File: src/rtl/add_serial.sv
// Slice-serial adder: sum = input_1 + input_2 + cin, one SLICE-bit slice per clock, LSB first.
// Latency NSLICE+1 cycles from accept to out_valid; in_ready only in IDLE, result held until out_ready.
// Optional ADD_SATURATE_EN clamps add_out on signed overflow (flags stay raw).
module add_serial #(
  parameter int WIDTH = 8,
  parameter int SLICE = 4
) (
  input  logic             clk,
  input  logic             rst,
  input  logic             in_valid,
  output logic             in_ready,
  input  logic [WIDTH-1:0] input_1,
  input  logic [WIDTH-1:0] input_2,
  input  logic             cin,
  output logic             out_valid,
  input  logic             out_ready,
  output logic [WIDTH-1:0] add_out,
  output logic             add_carry,
  output logic             add_overflow
);

  localparam int NSLICE = WIDTH / SLICE;
  localparam int CW     = (NSLICE > 1) ? $clog2(NSLICE) : 1;
  localparam logic [CW-1:0] LAST = CW'(NSLICE - 1);

  localparam logic [1:0] IDLE = 2'd0;
  localparam logic [1:0] RUN  = 2'd1;
  localparam logic [1:0] DONE = 2'd2;

  logic [1:0]       state;
  logic [WIDTH-1:0] a_q;
  logic [WIDTH-1:0] b_q;
  logic             carry_q;
  logic [CW-1:0]    cnt;
  logic [SLICE-1:0] a_sl;
  logic [SLICE-1:0] b_sl;
  logic [SLICE:0]   slice_sum;
  logic             ovf_final;

  assign in_ready  = (state == IDLE);
  assign out_valid = (state == DONE);

  assign a_sl      = a_q[int'(cnt)*SLICE +: SLICE];
  assign b_sl      = b_q[int'(cnt)*SLICE +: SLICE];
  assign slice_sum = {1'b0, a_sl} + {1'b0, b_sl} + {{SLICE{1'b0}}, carry_q};

  // Carry into the MSB is a^b^sum at that bit, so overflow needs no extra adder tap.
  assign ovf_final = a_q[WIDTH-1] ^ b_q[WIDTH-1] ^ slice_sum[SLICE-1] ^ slice_sum[SLICE];

  always_ff @(posedge clk) begin
    if (rst) begin
      state        <= IDLE;
      a_q          <= '0;
      b_q          <= '0;
      carry_q      <= 1'b0;
      cnt          <= '0;
      add_out      <= '0;
      add_carry    <= 1'b0;
      add_overflow <= 1'b0;
    end else begin
      case (state)
        IDLE: begin
          if (in_valid) begin
            a_q     <= input_1;
            b_q     <= input_2;
            carry_q <= cin;
            cnt     <= '0;
            state   <= RUN;
          end
        end
        RUN: begin
          add_out[int'(cnt)*SLICE +: SLICE] <= slice_sum[SLICE-1:0];
          carry_q <= slice_sum[SLICE];
          if (cnt == LAST) begin
            add_carry    <= slice_sum[SLICE];
            add_overflow <= ovf_final;
            state        <= DONE;
`ifdef ADD_SATURATE_EN
            // Both operands share the MSB on overflow, so a_q's MSB gives the direction.
            if (ovf_final)
              add_out <= a_q[WIDTH-1] ? {1'b1, {(WIDTH-1){1'b0}}}
                                      : {1'b0, {(WIDTH-1){1'b1}}};
`endif
          end else begin
            cnt <= cnt + 1'b1;
          end
        end
        DONE: begin
          if (out_ready)
            state <= IDLE;
        end
        default: state <= IDLE;
      endcase
    end
  end

endmodule

File: config.mk
export PLATFORM = sky130hd
export DESIGN_NAME = add_serial
export DESIGN_NICKNAME = d
export VERILOG_FILES = /design/src/rtl/add_serial.sv
export SDC_FILE = /design/constraint.sdc
export NUM_CORES = 1
export LEC_CHECK = 0
export ABC_CLOCK_PERIOD_IN_PS = 2950
export CORE_ASPECT_RATIO = 1.75
export CORE_UTILIZATION = 48
export DETAILED_ROUTE_END_ITERATION = 16
export GPL_TIMING_DRIVEN = 0
export HOLD_SLACK_MARGIN = 0.08
export MAX_ROUTING_LAYER = met4
export PLACE_DENSITY = 0.78
export SYNTH_ARGS = -nofsm -noshare
export SYNTH_HDL_FRONTEND = slang
export SYNTH_SLANG_ARGS = --single-unit
export TNS_END_PERCENT = 10
File: constraint.sdc
create_clock -name clk -period 2.95 [get_ports clk]
set_input_delay 0.59 -clock clk [delete_from_list [all_inputs] [get_ports clk]]
set_output_delay 0.59 -clock clk [all_outputs]
set_load 0.05 [all_outputs]
; ---- Yosys cells after proc, flatten, opt, wreduce, memory -nomap -nowiden
; Index checks and enable logic that the tools add are counted.
; W data, S select, Z words.
[op_classes]
n_bitwise = 3
muxes = 10
addsub = 4
shifts = 4
n_eq_ne = 5
n_reduce_logical = 6
[ops]
columns = operator, count
row1 = $neg A3 Y33, 1
row2 = $shift A4 B33 Y8 const A, 1
row3 = $shiftx A4 B33 Y8, 1
row4 = $shiftx A8 B4 Y4, 2
row5 = $bwmux W8, 1
row6 = $mux W2, 3
row7 = $pmux W2 S3, 1
row8 = $reduce_and A2 Y1, 3
row9 = $add A4 B4 Y5, 1
row10 = $add A5 B1 Y5, 1
row11 = $ne A2 B2 Y1 const B, 2
row12 = $pmux W1 S2, 2
row13 = $mux W1, 3
row14 = $reduce_and A3 Y1, 1
row15 = $xor A1 B1 Y1, 3
row16 = $eq A2 B1 Y1 const B, 1
row17 = $eq A2 B2 Y1 const B, 1
row18 = $logic_not A2 Y1, 1
row19 = $ne A2 B1 Y1 const B, 1
row20 = $reduce_bool A2 Y1, 1
row21 = $add A1 B1 Y1 const B, 1
[totals]
word_cells = 40
input_bits = 21
reg_bits = 30
out_inout_bits = 12

; ---- Logic depth before layout (Yosys ltp)
[depth]
word_depth = 5
depth_mapped = 8
depth_no_buf = 7

; ---- Worst setup path after synthesis
; Ideal clock, no wire load.
[synth_timing]
path_type = reg-to-reg
from = register cnt
to = register add_overflow
stages_incl_launch_ff = 9
arrival_time_ns = 2.436
synth_period_minus_slack_ns = 2.537
setup_ns = 0.101
n_path_buf = 1
required_time_ns = 2.849
path_slack_ns = 0.413
path_cell_list = dfxtp_1 > clkbuf_1 > mux2_2 > fa_1 > fa_1 > nand3_1 > nand3_1 > o211a_1 > o41ai_1
[synth_via]
elab_chain_len = 5
elab_cells_between_ends = 7
cone_classes = add/sub (2) / shift (2) / bitwise (2) / reduce/logical (1)
[synth_rtl]
columns = element, line_no
row1 = start: declaration, 34  ; logic [CW-1:0] cnt;
row2 = start signal: assignment, 85  ; cnt <= cnt + 1'b1;
row3 = "$shiftx A8 B4 Y4, on equally long branches", "43, 44"
row4 = $add A4 B4 Y5, 45  ; assign slice_sum = {1'b0, a_sl} + {1'b0, b_sl} + {{SLICE{1'b0}}, carry_q};
row5 = $add A5 B1 Y5, 45
row6 = $xor A1 B1 Y1 (2 in a row), 48  ; assign ovf_final = a_q[WIDTH-1] ^ b_q[WIDTH-1] ^ slice_sum[SLICE-1] ^ slice_sum[SLICE];
row7 = end signal: assignment, 76  ; add_overflow <= ovf_final;
row8 = end: declaration, 19  ; output logic add_overflow
; Parallel ways exist; a longest one is shown, timed or not.
; A chain may end at the register's enable or synchronous reset.

; ---- Worst setup path in the final report
; Same ends and word-level chain as after synthesis.

==> key figures <==
Status
  • Run status: complete, no violations

Power
  • Largest vdd supply drop: 0.452 mV
  • Total power: 947 uW
  • Net Sw Frac: 28.2%
  • Sequential share of power: 46.8%
  • Fraction of power consumed by combinational cells: 20.9%
  • Power per Cell Area: 540 mW/mm2
  • Relative contribution of the clock network to total power: 32.2%
  • Pleak: 0.000692 uW
  • Reported net switching power: 267 uW
  • Internal power component: 680 uW

Finish
  • Area of combinational cells with multiple inputs: 687 um2
  • Diodes inserted: 0
  • Fraction of final layout cells sized beyond drive strength 1: 9.33%
  • Fillcell total: 215
  • Synthesis-to-finish area growth: 32.5%
  • Most common cell after layout, fill and taps aside: sky130_fd_sc_hd__nand2_1
  • Commonest cells after routing, fill and taps aside: sky130_fd_sc_hd__nand2_1 (41), sky130_fd_sc_hd__clkdlybuf4s50_1 (32), sky130_fd_sc_hd__dfxtp_1 (30), sky130_fd_sc_hd__a21oi_1 (27), sky130_fd_sc_hd__nor2_1 (10)
  • Nets: 219
  • Sequential cell area: 601 um2

Placement
  • Detailed placement HPWL: 2240 um
  • Weighted congestion reported at the end of routability-driven placement: 0.879
  • Number of buffer cells added on primary ports: 32

Timing
  • Tmin final: 2690 ps
  • RSZ-0062 raised after global routing: no
  • Worst slew pin tran: 561 ps
  • Max_slew headroom: 62.4%
  • Final worst path period share: 91.1%
  • Clock Skews: 7.65 ps
  • Slew Viols, Final: 0
  • Final-report hold violation count: 0
  • Max Clk Rate: 372 MHz
  • Sum of negative setup slack: 0 ps
  • Setup violation total in the final timing report: 0

Clocking
  • Clock net sink count: 30
  • TritonCTS clock tree: done
  • Post-CTS Setup Repair Bufs: 0
  • Clock latency reported for the late side of the worst-skew pair: 290 ps
  • Number of levels in the clock H-tree: 2
  • Root Buffer Master: sky130_fd_sc_hd__clkbuf_8
  • Inserted Clock Buffers: 5
  • Maximum buffer depth of the clock tree: 2
  • Clk pin slew, worst setup/hold paths: 60 ps

Critical path
  • Cells along the critical path: clkbuf_2, mux2_2, fa_1, fa_1, nand3_1, nand3_1, o211a_1, o41ai_1
  • Path type of the worst setup path: reg -> reg
  • Delay of the slowest cell on the worst path: 440 ps
  • Endpoint class of the critical path: flip-flop
  • Dominant delay contributor by cell family on the critical path: adder cells
  • Biggest fanout along the worst timing path: 10
  • Critical path buffers and inverters: 1
  • Setup crit start kind: flip-flop
  • Critical-path top delay cell: sky130_fd_sc_hd__fa_1
  • Worst EP required: 3130 ps
  • Data arrival at the endpoint of the critical path: 2870 ps

Global routing
  • First-pass GRT wire length: 5020 um
  • Initial antenna violation count: 0
  • Global route overflow: 0
  • All-Layer GR Usage: 22.8%
  • Largest net degree at the start of global routing: 11
  • Vias in the first global route: 1,211

Die
  • Die Height: 71.5 um
  • Die outline width: 41.7 um
  • Starting Density: 51.9%
  • Total Die Area: 0.00298 mm2
  • Core Area: 0.00255 mm2
  • Count of standard-cell rows: 24
  • Number of ports placed on the die boundary: 33

Route
  • Via count: 1,206
  • Count of nets left with antenna violations after detail routing: 0
  • Pre-antenna DRT Iters: 4
  • Initial DRC count: 19
  • Ratio of routed vias to standard cells: 5.51
  • Routed length per placed instance: 13.7 um
  • Drc violations: 0
  • Total Wirelength: 3010 um

Logic synthesis
  • Count of distinct cell types in the synthesized netlist: 29
  • Area of the mapped netlist: 0.00133 mm2
  • Number of warnings reported in the yosys synthesis log: 0
  • Share of synthesized area occupied by flip-flops and latches: 45.3%
  • Synthesized area per cell: 8.60 um2
  • Synthesized Nets: 180
  • Instance count of the mapped netlist: 154
  • Flip-flop and latch count after synthesis: 30

Flow run
  • Max-capacitance violation count: 0

Hold path
  • Path type of the worst min-delay path: reg -> reg
==> synth_stat cells <==
master,n,share of area [%]
sky130_fd_sc_hd__or3_1,2,0.94
sky130_fd_sc_hd__xor2_1,1,0.66
sky130_fd_sc_hd__nand2b_1,1,0.47
sky130_fd_sc_hd__o211a_1,1,0.76
sky130_fd_sc_hd__a221oi_1,1,0.66
sky130_fd_sc_hd__o41ai_1,1,0.66
sky130_fd_sc_hd__dfxtp_1,30,45
sky130_fd_sc_hd__or3b_1,1,0.66
sky130_fd_sc_hd__buf_6,1,0.85
sky130_fd_sc_hd__mux2i_1,2,1.5
sky130_fd_sc_hd__nor3_1,1,0.38
sky130_fd_sc_hd__nand3_1,3,1.1
sky130_fd_sc_hd__and3_1,1,0.47
sky130_fd_sc_hd__a21oi_1,27,10
sky130_fd_sc_hd__and2_1,1,0.47
sky130_fd_sc_hd__a21o_1,1,0.57
sky130_fd_sc_hd__and2b_2,2,1.3
sky130_fd_sc_hd__nand2_1,41,12
sky130_fd_sc_hd__nand3b_1,1,0.57
sky130_fd_sc_hd__clkbuf_1,6,1.7
sky130_fd_sc_hd__xnor2_1,1,0.66
sky130_fd_sc_hd__nor3b_1,1,0.57
sky130_fd_sc_hd__mux2_2,8,6.8
sky130_fd_sc_hd__a211oi_1,2,1.1
sky130_fd_sc_hd__nor3b_2,1,0.94
sky130_fd_sc_hd__nor2_1,10,2.8
sky130_fd_sc_hd__fa_1,2,3.0
sky130_fd_sc_hd__ha_1,3,2.8
sky130_fd_sc_hd__inv_1,1,0.28
==> layout make-up <==
cell class,count,area share [%]
well taps,26,1.85
plain buffers,7,2.00
multi-input cells,116,39.1
repair buffers,32,18.2
flip-flops and latches,30,34.2
clock buffers,7,4.35
inverters,1,0.214
==> registers in the layout, summed over array words and instances, names as in the netlist <==
register / count
a_q: 8
add_out: 8
b_q: 8
state: 2
add_carry: 1
add_overflow: 1
carry_q: 1
cnt: 1
==> routing by layer <==
| metal | share of wire, % | track usage [%] |
|---|---|---|
| met5 | 0 | - |
| met4 | 1.9 | 11.1 |
| met3 | 4.3 | 6.55 |
| met2 | 56 | 41.7 |
| met1 | 38 | 20.9 |
==> power groups by stage <==
stage	clock network (uW)	registers (uW)	logic, uW
finish	305	444	198
global route	323	446	215
CTS	309	444	199
detailed placement	0	453	197
global placement	0	451	188
floorplan	0	470	108
==> through the flow <==
step | setup slack (ps) | utilization [%] | instance area (um2) | hold slack (ps) | std cells
after floorplan | 413 | - | 1330 | 433 | 154
after global placement | 167 | 65.7 | 1680 | 439 | 212
after detailed placement | 80.5 | 65.7 | 1680 | 446 | 212
after CTS | 70.4 | 68.7 | 1750 | 455 | 219
after global routing | 52.4 | 68.8 | 1760 | 466 | 219
final | 264 | 68.8 | 1760 | 453 | 219
==> logic make-up (layout without fill, tap and decap cells) <==
kind of cell | Yosys count | count (layout) | share of synthesized area (%)
simple gates | 66 | 66 | 22.4
compound gates | 33 | 33 | 14.0
flops | 30 | 30 | 45.3
mux | 10 | 10 | 8.31
buf+inv | 8 | 47 | 2.83
fa+ha+maj | 5 | 5 | 5.86
xor+xnor | 2 | 2 | 1.32
==> final timing paths <==
check | startpoint | slack, ps | endpoint | cells past startpoint
hold reg to reg | add_out[5] | 450 | add_out[5] | 2
hold / removal | add_out[5] | 450 | add_out[5] | 2
setup reg to reg | cnt | 260 | add_overflow | 8
setup / recovery | cnt | 260 | add_overflow | 8
==> tightest hold or removal path: cells and delay by family, from the launching register on <==
family | cells | cell delay, ps
flip-flops | 1 | 310
AND/OR/NAND/NOR | 1 | 50
AO/OA/AOI/OAI | 1 | 50
==> what timing repair did <==
| action | CTS | global route |
|---|---|---|
| gates resized for setup | 0 | 2 |
| hold buffers | 0 | 0 |
| endpoints found under the setup margin | 0 | 2 |
Power figures use the tool's default switching activity.
==> RTL change 1: new RTL, same settings <==
Put one more register stage on the output `add_overflow`. The value now appears one clock later. The other outputs are not delayed to match.
--- a/src/rtl/add_serial.sv
+++ b/src/rtl/add_serial.sv
@@ -26,6 +26,8 @@
   localparam logic [1:0] IDLE = 2'd0;
   localparam logic [1:0] RUN  = 2'd1;
   localparam logic [1:0] DONE = 2'd2;
+
+  logic add_overflow_s0;
 
   logic [1:0]       state;
   logic [WIDTH-1:0] a_q;
@@ -56,7 +58,7 @@
       cnt          <= '0;
       add_out      <= '0;
       add_carry    <= 1'b0;
-      add_overflow <= 1'b0;
+      add_overflow_s0 <= 1'b0;
     end else begin
       case (state)
         IDLE: begin
@@ -73,7 +75,7 @@
           carry_q <= slice_sum[SLICE];
           if (cnt == LAST) begin
             add_carry    <= slice_sum[SLICE];
-            add_overflow <= ovf_final;
+            add_overflow_s0 <= ovf_final;
             state        <= DONE;
 `ifdef ADD_SATURATE_EN
             // Both operands share the MSB on overflow, so a_q's MSB gives the direction.
@@ -94,5 +96,9 @@
     end
   end
 
+  always_ff @(posedge clk) begin
+    add_overflow <= add_overflow_s0;
+  end
+
 endmodule
 
Function: changed (Yosys sat finds a counterexample within 4 cycles, from zero or initial values and one cycle with rst high).
==> RTL change 1 against the unedited design <==
- setup slack gained 60 ps
- via count shrank 3.2%
- sequential cell count up 1
- total power is 6.6% higher
- global-route usage fell by 2.1 points
- synthesized area increased by 1.5%
- wire length fell by 7.5%
- critical path depth unchanged
- non-clock buffer count unchanged
- core utilization decreased by 1.8 points
- clock skew is 3.0 ps lower
- design area rose by 2.6%
- sequential power rose by 3%
- critical endpoint is now add_overflow_s0
==> RTL change 1: results (changes against the unedited design) <==
Post-DP HPWL = 2.164 mm (-3.3%)
Worst Setup Slack post-DPL = 100.2 ps (+19.71 ps)
fraction of final layout cells sized beyond drive strength 1 = 10.26% (+0.93 points)
sw power = 265.1 uW (-0.61%)
largest net degree at the start of global routing = 11 (unchanged)
met2 WL post-DR = 1.566 mm (-7.2%)
Buffers on Ports = 32 (unchanged)
wire per inst = 12.53 microns (-8.7%)
DRT Pass-1 Iters = 4 (unchanged)
first-pass GRT wire length = 4.678 mm (-6.9%)
GPL Wtd Cong = 0.8798 (+0.13%)
Crit. End Element = register
uppermost routed layer = met4
reg2reg end = add_overflow_s0
post-layout minimum cycle time = 2627 ps (-59.68 ps)
DR WL met3 = 102 microns (-21%)
gr usage total = 20.74% (-2.1 points)
vias in the first global route = 1112 (-8.2%)
synth cell count leaders = nand2_1 (41), dfxtp_1 (31), a21oi_1 (27), nor2_1 (10), mux2_2 (8)
met1 wire length = 1.066 mm (-5.6%)
initial antenna violation count = 0 (unchanged)
fin nets = 220 (+0.46%)
Clock Path Buffers = 2 (unchanged)
Slew headroom = 64.17% (+1.7 points)
largest registers = a_q x8, add_out x8, b_q x8
worst skew pair latency = 280 ps
Setup crit start = cnt
VDD IR max = 0.4278 mV (-5.4%)
DP Cell Count = 214 (+0.94%)
diode count = 0 (unchanged)
clock skew = 4.631 ps (-3.021 ps)
vias per inst = 5.261 (-4.5%)
Initial DRC Count = 25 (+6)
syn_nets = 181 (+0.56%)
Synth area leaders = dfxtp_1 (46%), nand2_1 (11%), a21oi_1 (10%), mux2_2 (6.7%), fa_1 (3.0%)
clock slew at the register clock pins of the worst setup and hold paths = 60 ps (about the same)
warnings from Yosys = 0 (unchanged)
worst-path fanout max = 10 (unchanged)
Pleak = 0.7135 nW (+3.1%)
length in cells of the worst reg-to-reg path = 8 (unchanged)
sequential fraction of the synthesis area = 46.14% (+0.81 points)
Via Count = 1168 (-3.2%)
status = finished clean
R2R Setup Slk = 320 ps (+60 ps)
Post-Syn Instances = 155 (+0.65%)
-- RTL change 1: cell count changes in the layout (fill, tap and decap cells not counted), sizes merged --
cell / unedited run / this run
clkbuf: 13 / 14
dfxtp: 30 / 31
-- RTL change 1: how the worst min path moves through the flow --
| stage | end | cells past startpoint | from |
|---|---|---|---|
| 2_1_floorplan | add_overflow | 0 | add_overflow_s0 |
| 3_3_place_gp | add_overflow | 0 | add_overflow_s0 |
| 3_5_place_dp | add_overflow | 0 | add_overflow_s0 |
| 4_1_cts | add_overflow | 0 | add_overflow_s0 |
| 5_1_grt | add_overflow | 0 | add_overflow_s0 |
| 6_report | add_overflow | 0 | add_overflow_s0 |
-- RTL change 1: metrics by stage --
stage               utilization, %  cell area, sq um  power, mW  hold slack (ps)
floorplan                        -              1345     0.5927            331.2
finish                       66.93              1800      1.010            353.5
detailed placement           63.16              1699     0.6614            343.1
global route                 66.93              1800      1.055            366.4
CTS                          66.88              1799      1.019            355.2
global placement             63.16              1699     0.6537            339.5
-- RTL change 1: cell type report --
type | count | area, sq um
multi-input combinational | 116 | 686.9
clock buffer | 8 | 100.1
buffer | 7 | 35.03
tap | 27 | 33.78
inverter | 1 | 3.754
timing repair buffer | 32 | 320.3
fill | 244 | 889.6
sequential | 31 | 620.6
-- RTL change 1: power by group through the flow --
| stage | registers, mW | logic (mW) | clock network, mW |
|---|---|---|---|
| after global placement | 0.466 | 0.188 | 0 |
| after floorplan | 0.484 | 0.108 | 0 |
| after global routing | 0.461 | 0.212 | 0.383 |
| after detailed placement | 0.467 | 0.194 | 0 |
| final | 0.458 | 0.194 | 0.358 |
| after CTS | 0.458 | 0.195 | 0.366 |
-- RTL change 1: cells by family (layout without fill, tap and decap cells) --
group	count (synthesis)	in the layout	synth area share [%]
AND/OR/NAND/NOR	66	66	22.05
AO/OA/AOI/OAI	33	33	13.77
flip-flops	31	31	46.14
multiplexers	10	10	8.186
buffers and inverters	8	48	2.790
adder cells (fa/ha/maj)	5	5	5.768
XOR/XNOR	2	2	1.303
-- RTL change 1: critical path, stage by stage, from the launching register on --
cell and delay [ps]:
dfxtp_1 340, clkbuf_2 250, mux2_2 380, fa_1 440, fa_1 420, nand3_1 140
nand3_1 100, o211a_1 150, o41ai_1 290
-- RTL change 1: metal layers --
| metal | up-vias | global-route usage, % |
|---|---|---|
| met2 | 24 | 37.33 |
| met5 | - | - |
| met3 | 6 | 5.473 |
| li1 | 604 | - |
| met4 | 0 | 9.375 |
| met1 | 534 | 20.51 |
-- RTL change 1: timing repair --
item	CTS	global route
setup endpoints to repair	0	1
resized for setup	0	2
hold buffers	0	0
==> RTL change 2: new RTL, config.mk and constraints unchanged <==
Without the edit above. Change the parameter `SLICE` from 4 to 2.
--- a/src/rtl/add_serial.sv
+++ b/src/rtl/add_serial.sv
@@ -3,7 +3,7 @@
 // Optional ADD_SATURATE_EN clamps add_out on signed overflow (flags stay raw).
 module add_serial #(
   parameter int WIDTH = 8,
-  parameter int SLICE = 4
+  parameter int SLICE = 2
 ) (
   input  logic             clk,
   input  logic             rst,
Check against the original RTL: not equivalent (Yosys sat finds a counterexample within 4 cycles, from zero or initial values and one cycle with rst high).
==> RTL change 2 against the unedited design <==
- count of clock-buffer cells in the layout fell by 1
- sequential cell count rose by 1
- clock skew barely moved
- setup slack got worse by 160 ps
- total power rose by 2.0%
- synthesized area rose by 13%
- design area rose by 11%
- critical endpoint is now add_out[7]
- die area rose by 12%
- wire length rose by 9.7%
- highest routed layer unchanged
- critical path depth fell by 1
- core utilization fell by 2.5 points
- via count rose by 3.4%
==> RTL change 2: results (changes against the unedited design) <==
area of the multi-input gates = 810.8 sq um (+18%)
worst setup path end = add_out[7]
met2 WL post-DR = 1.863 mm (+10%)
DR WL met3 = 90 microns (-30%)
Clk power = 335 uW (+9.8%)
sw power = 258.0 uW (-3.3%)
length in cells of the worst reg-to-reg path = 7 (-1)
clock skew = 7.514 ps (-0.1377 ps)
invs w/o clock = 2 (+1)
Synth Area in XOR/XNOR = 1.760% (+0.44 points)
syn_nets = 188 (+4.4%)
Slew headroom = 64.96% (+2.5 points)
register area = 620.6 sq um (+3.3%)
largest net degree at the start of global routing = 11 (unchanged)
Sink Count = 31 (+3.3%)
# fillers = 245 (+14%)
status = finished clean
vias per inst = 5.518 (+0.20%)
R2R Setup Slk = 110 ps (-160 ps)
Non-clk bufs = 41 (+5.1%)
WL final = 3.298 mm (+9.7%)
vias in the first global route = 1264 (+4.4%)
NonClk Buf Share = 19.54% (-0.71 points)
GRT met2 Usage = 40.03% (-1.6 points)
gr usage total = 22.68% (-0.12 points)
mux contribution to synthesized area = 8.047% (-0.26 points)
synth cell count leaders = nand2_1 (35), dfxtp_1 (31), a21oi_1 (22), nor2_1 (9), nand3b_1 (8)
Synth Area in Adders = 7.712% (+1.9 points)
CLK BUF = 6 (-1)
Pleak = 0.7435 nW (+7.4%)
#MultiIn Comb = 117 (+0.86%)
compound-cell area share of the yosys netlist = 11.90% (-2.1 points)
CP arrival = 3060 ps (+190 ps)
Worst Setup Slack post-DPL = 22.27 ps (-58.21 ps)
slowest cell delay on critical path = 620 ps (+180 ps)
met1 wire length = 1.281 mm (+13%)
M1 GR Usage = 22.80% (+1.9 points)
worst-path fanout max = 10 (unchanged)
DRT Pass-1 Iters = 6 (+2)
Seq. pwr = 452 uW (+2%)
VDD IR max = 0.4306 mV (-4.8%)
sequential fraction of the synthesis area = 41.58% (-3.7 points)
GPL Wtd Cong = 0.8209 (-6.6%)
fraction of final layout cells sized beyond drive strength 1 = 11.62% (+2.3 points)
Max Clk Rate = 0.3517 GHz (-5.5%)
Crit-path slowest cell = fa_2
first-pass GRT wire length = 5.395 mm (+7.4%)
M3 GR Usage = 5.213% (-1.3 points)
Initial DRC Count = 38 (+19)
Setup crit start = cnt[0]
Clock-cell share = 4.513% (+0.17 points)
Post-DP HPWL = 2.496 mm (+12%)
RTL change 2: stage by stage:
step / instances / hold WS [ps] / instance area [sq um] / total power [mW]
2_1_floorplan: 159 / 433.1 / 1493 / 0.5736
3_3_place_gp: 219 / 438.1 / 1848 / 0.6303
3_5_place_dp: 219 / 447.5 / 1848 / 0.6379
4_1_cts: 226 / 456.0 / 1938 / 0.9730
5_1_grt: 226 / 471.7 / 1941 / 1.010
6_report: 226 / 454.0 / 1941 / 0.9661
RTL change 2: how the worst min path moves through the flow:
stage / startpoint / end / slack, ps / cells after the start
floorplan: a_q[4] / a_q[4] / 430 / 2
global placement: add_out[7] / add_out[7] / 440 / 2
detailed placement: a_q[4] / a_q[4] / 450 / 2
CTS: a_q[4] / a_q[4] / 460 / 2
global route: a_q[2] / a_q[2] / 470 / 2
finish: b_q[3] / b_q[3] / 450 / 2
RTL change 2: repair_timing:
action	4_1_cts	5_1_grt
gates cloned	0	0
endpoints found under the setup margin	1	1
hold buffers	0	0
resized for setup	1	1
